`src/rtl/taus_urng.sv`:
```
// Combined three-component Tausworthe (taus88) uniform generator with seed
// sanitisation, post-seed warm-up and an enable-gated registered output.

module taus_urng_chk #(
  parameter logic [31:0] SEED1  = 32'h12345678,
  parameter logic [31:0] SEED2  = 32'h9ABCDEF0,
  parameter logic [31:0] SEED3  = 32'h0F1E2D3C,
  parameter int          WARMUP = 16
) ();

  // A fallback seed that is itself illegal would lock a component at zero.
  if (SEED1[31:1] == 31'd0) begin : g_bad_seed1
    $error("taus_urng: SEED1 must have a nonzero bit in [31:1]");
  end
  if (SEED2[31:3] == 29'd0) begin : g_bad_seed2
    $error("taus_urng: SEED2 must have a nonzero bit in [31:3]");
  end
  if (SEED3[31:4] == 28'd0) begin : g_bad_seed3
    $error("taus_urng: SEED3 must have a nonzero bit in [31:4]");
  end
  if ((WARMUP < 0) || (WARMUP > 255)) begin : g_bad_warmup
    $error("taus_urng: WARMUP must be within 0..255");
  end

endmodule

module taus_urng #(
  parameter logic [31:0] SEED1  = 32'h12345678,
  parameter logic [31:0] SEED2  = 32'h9ABCDEF0,
  parameter logic [31:0] SEED3  = 32'h0F1E2D3C,
  parameter int          WARMUP = 16
) (
  input  logic        clk,
  input  logic        reset,
  input  logic        seed_load,
  input  logic [95:0] seed_in,
  input  logic        en,
  output logic [31:0] out_32,
  output logic        valid,
  output logic        busy
);

  typedef enum logic [0:0] {
    ST_WARMUP = 1'b0,
    ST_RUN    = 1'b1
  } state_t;

  localparam logic [7:0] WARMUP_C   = 8'(WARMUP);
  localparam state_t     ST_RESTART = (WARMUP > 0) ? ST_WARMUP : ST_RUN;

  taus_urng_chk #(
    .SEED1  (SEED1),
    .SEED2  (SEED2),
    .SEED3  (SEED3),
    .WARMUP (WARMUP)
  ) u_chk ();

  function automatic logic [95:0] taus_step(input logic [95:0] s);
    logic [31:0] a;
    logic [31:0] b;
    logic [31:0] c;
    a = s[95:64];
    b = s[63:32];
    c = s[31:0];
    taus_step = {((a & 32'hFFFFFFFE) << 5'd12) ^ (((a << 5'd13) ^ a) >> 5'd19),
                 ((b & 32'hFFFFFFF8) << 5'd4)  ^ (((b << 5'd2)  ^ b) >> 5'd25),
                 ((c & 32'hFFFFFFF0) << 5'd17) ^ (((c << 5'd3)  ^ c) >> 5'd11)};
  endfunction

  // Each component whose significant bits are all zero falls back to its parameter.
  function automatic logic [95:0] sanitise(input logic [95:0] s);
    logic [31:0] a;
    logic [31:0] b;
    logic [31:0] c;
    a = (s[95:65] != 31'd0) ? s[95:64] : SEED1;
    b = (s[63:35] != 29'd0) ? s[63:32] : SEED2;
    c = (s[31:4]  != 28'd0) ? s[31:0]  : SEED3;
    sanitise = {a, b, c};
  endfunction

  state_t      state_r;
  state_t      state_s;
  logic [95:0] taus_r;
  logic [95:0] taus_s;
  logic [95:0] step_s;
  logic [31:0] sample_s;
  logic [7:0]  cnt_r;
  logic [7:0]  cnt_s;
  logic [31:0] out_r;
  logic [31:0] out_s;
  logic        valid_r;
  logic        valid_s;

  assign step_s   = taus_step(taus_r);
  assign sample_s = step_s[95:64] ^ step_s[63:32] ^ step_s[31:0];

  // Next-state logic: seed load wins, warm-up free-runs, run steps on en.
  always_comb begin
    state_s = state_r;
    taus_s  = taus_r;
    cnt_s   = cnt_r;
    out_s   = out_r;
    valid_s = 1'b0;
    if (seed_load) begin
      taus_s  = sanitise(seed_in);
      cnt_s   = WARMUP_C;
      out_s   = 32'd0;
      state_s = ST_RESTART;
    end else begin
      case (state_r)
        ST_WARMUP: begin
          taus_s = step_s;
          if (cnt_r <= 8'd1) begin
            cnt_s   = 8'd0;
            state_s = ST_RUN;
          end else begin
            cnt_s = cnt_r - 8'd1;
          end
        end
        ST_RUN: begin
          if (en) begin
            taus_s  = step_s;
            out_s   = sample_s;
            valid_s = 1'b1;
          end else begin
            valid_s = 1'b0;
          end
        end
        default: begin
          state_s = ST_RUN;
        end
      endcase
    end
  end

  // State, counter and output registers.
  always_ff @(posedge clk or posedge reset) begin
    if (reset) begin
      state_r <= ST_RESTART;
      taus_r  <= {SEED1, SEED2, SEED3};
      cnt_r   <= WARMUP_C;
      out_r   <= 32'd0;
      valid_r <= 1'b0;
    end else begin
      state_r <= state_s;
      taus_r  <= taus_s;
      cnt_r   <= cnt_s;
      out_r   <= out_s;
      valid_r <= valid_s;
    end
  end

  assign out_32 = out_r;
  assign valid  = valid_r;
  assign busy   = (state_r == ST_WARMUP);

endmodule

```
`config.mk`:
```
export PLATFORM = sky130hd
export DESIGN_NAME = taus_urng
export DESIGN_NICKNAME = d
export VERILOG_FILES = /design/src/rtl/taus_urng.sv
export SDC_FILE = /design/constraint.sdc
export NUM_CORES = 1
export LEC_CHECK = 0
export ABC_AREA = 1
export CORE_MARGIN = 1.5
export CORE_UTILIZATION = 54
export CTS_CLUSTER_DIAMETER = 80
export DETAILED_ROUTE_END_ITERATION = 10
export GPL_TIMING_DRIVEN = 0
export HOLD_SLACK_MARGIN = 0.08
export PLACE_DENSITY = 0.81
export SYNTH_ARGS = -nofsm -noshare
export SYNTH_HDL_FRONTEND = slang
export SYNTH_SLANG_ARGS = --single-unit
```
`constraint.sdc`:
```
create_clock -name clk -period 6 [get_ports clk]
set_input_delay 1.5 -clock clk [delete_from_list [all_inputs] [get_ports clk]]
set_output_delay 1.5 -clock clk [all_outputs]
set_load 0.05 [all_outputs]
```
==> metrics.cfg <==
[outcome]
outcome=complete, no violations

[finish]
area_growth_pct=28.31
fillers=1163
drive_above_1_share_pct=8.872
final_common_cell=nand2_1
utilization_pct=71.31
diodes=0
final_cell_mix=391 x nand2_1, 163 x nor2_1, 124 x clkdlybuf4s50_1, 91 x o21ai_0, 89 x inv_1
nNetsFinal=1374
postLayoutCellArea_sq_um=9976

[cts]
numCtsBuffers=17
cts_setup_buffers=0
path_clk_slew_ns=0.06
tritoncts=built
cts_root_buffer=clkbuf_16
cts_max_level=4
cts_resized=0
ctsHoldBuffers=0
cts_sinks=130
cts.path.max_buffers=2
clk_latency_ns=0.44

[yosys]
postSynthAreaPerCell_sq_um=6.893
synth_cell_types=27
seq_area_frac_synth_pct=42.60
synth_nets=1230
yosysWarningCount=0
ys_seq_elements=130
synthCells=1128
syn_area_sq_um=7775

[place]
io_buffers=124
postPlaceCellArea_sq_um=9274
dp_hpwl_um=19950
gp_congestion=0.9506

[sta]
setup_violations=0
finClkSkew_ns=0.007076
relSlewSlack_pct=44.74
worst_pin_slew_ns=0.8289
hold_violations=0
slew_viol_final=0
rsz0062_at_grt=false
fmax_mhz=306.6
fin_crit_sh_pct=54.37
fin_hold_ws_ns=0.4795
post-route-min-period_ns=3.262

[min_path]
hp-start=taus_r[53]
hp-class=register to register

[drt]
drtAntennaViolNets=0
dr.pass1.iters=7
drc=0
num_vias=8158
vias_per_cell=5.569
wl_um=26810
drt_iter0_drc=1086
routedWlPerCell_um=18.30

[floorplan]
die_h_um=123.0
rows=43
die-area_sq_um=15130
core_area_sq_um=13990
io-pin-count=134
initial_core_util_pct=55.58
die_width_um=123.0

[critical_path]
arrival_ns=1.76
cp-startpoint=state_r
end_kind=output pin
required_ns=4.50
rr_startpoint=state_r
critPathKind=register to output pin
start_kind=register
crit_fanout=5

[global_routing]
track_usage_pct=36.75
globalRouteOverflowTotal=0
antenna_found_initial=0
grt_pass1_vias=7414
grt_first_pass_wirelength_um=40310
grt_max_degree=69

[pwr]
peakVddDrop_v=0.0002540
power-per-cell-area_nw_per_um2=401.9
leakagePower_nw=4.718

[flow_run]
drv_cap=0

[per-stage QoR]
stage / std cells / TNS [ns] / power [mW] / setup slack [ns]
2_1_floorplan: 1128 / 0 / 2.229 / 1.108
3_3_place_gp: 1432 / -66.04 / 2.672 / -0.8059
3_5_place_dp: 1433 / 0 / 2.712 / 2.757
4_1_cts: 1465 / 0 / 3.959 / 2.746
5_1_grt: 1465 / 0 / 4.188 / 2.692
6_report: 1465 / 0 / 4.009 / 2.738
[cells in the mapped netlist]
cell type,count,area [sq um]
dfstp_2,47,1235
clkbuf_1,27,101.4
buf_4,2,15.01
o21ai_1,9,45.04
nand3_1,27,135.1
buf_2,26,130.1
ha_1,2,25.02
a22oi_1,5,37.54
xnor2_1,31,271.5
dfrtp_1,83,2077
nand3b_1,2,15.01
xor2_1,34,297.8
nor3_1,1,5.000
inv_2,2,7.510
a31oi_1,4,25.02
and2_0,2,12.51
nand2_1,391,1468
nand4_1,1,6.260
nand2_2,1,6.260
buf_6,2,22.52
nor2_4,1,11.26
o21ai_0,91,455.4
nor2_1,163,611.8
a21oi_1,82,410.4
buf_1,1,3.750
nor2_2,1,6.260
inv_1,90,337.8
[layout make-up]
class	instances	area (sq um)	share of cell area (%)
plain buffers	58	272.8	2.734
clock buffers	22	474.2	4.754
clock inverters	10	227.7	2.283
inverters	92	350.3	3.512
multi-input cells	848	3845	38.54
flip-flops and latches	130	3312	33.20
well taps	180	225.2	2.258
repair buffers	125	1269	12.72
[report_power, final]
group	internal (mW)	switching (mW)	leakage [nW]
Combinational	0.496	0.908	2.82
Clock	0.852	0.396	0.340
Sequential	1.14	0.216	1.56
[sequential cells by signal, indices dropped and copies added, names as in the netlist]
register,count
taus_r,88
out_32,32
cnt_r,8
valid,1
state_r,1
[worst paths after layout]
path / end / slack, ns / depth (start not counted)
max in group asynchronous: taus_r[69] / 3.69 / 3
min in group asynchronous: cnt_r[2] / 1.52 / 2
worst max-delay path: busy / 2.74 / 2
worst min-delay path: taus_r[53] / 0.48 / 2
worst min register to register: taus_r[53] / 0.48 / 2
worst max register to register: taus_r[48] / 4.27 / 6
[critical path, cell delays in order, from the launching register on]
cell and delay [ns]:
dfrtp_1 0.45, inv_1 0.08, clkdlybuf4s50_1 0.79
[cells by family after synthesis]
kind of cell	after synthesis	synth area share, %
XOR/XNOR	65	7.322
adder cells (fa/ha/maj)	2	0.3218
AO/OA/AOI/OAI	191	12.52
flip-flops	130	42.60
AND/OR/NAND/NOR	590	29.29
buffers and inverters	150	7.950
[metal layers]
| metal | share of wire, % | track usage (%) |
|---|---|---|
| met4 | 5.3 | 18.46 |
| met1 | 39 | 48.26 |
| met5 | 0 | 0 |
| met3 | 12 | 10.33 |
| met2 | 44 | 55.80 |
(Power assumes the default switching activity.)
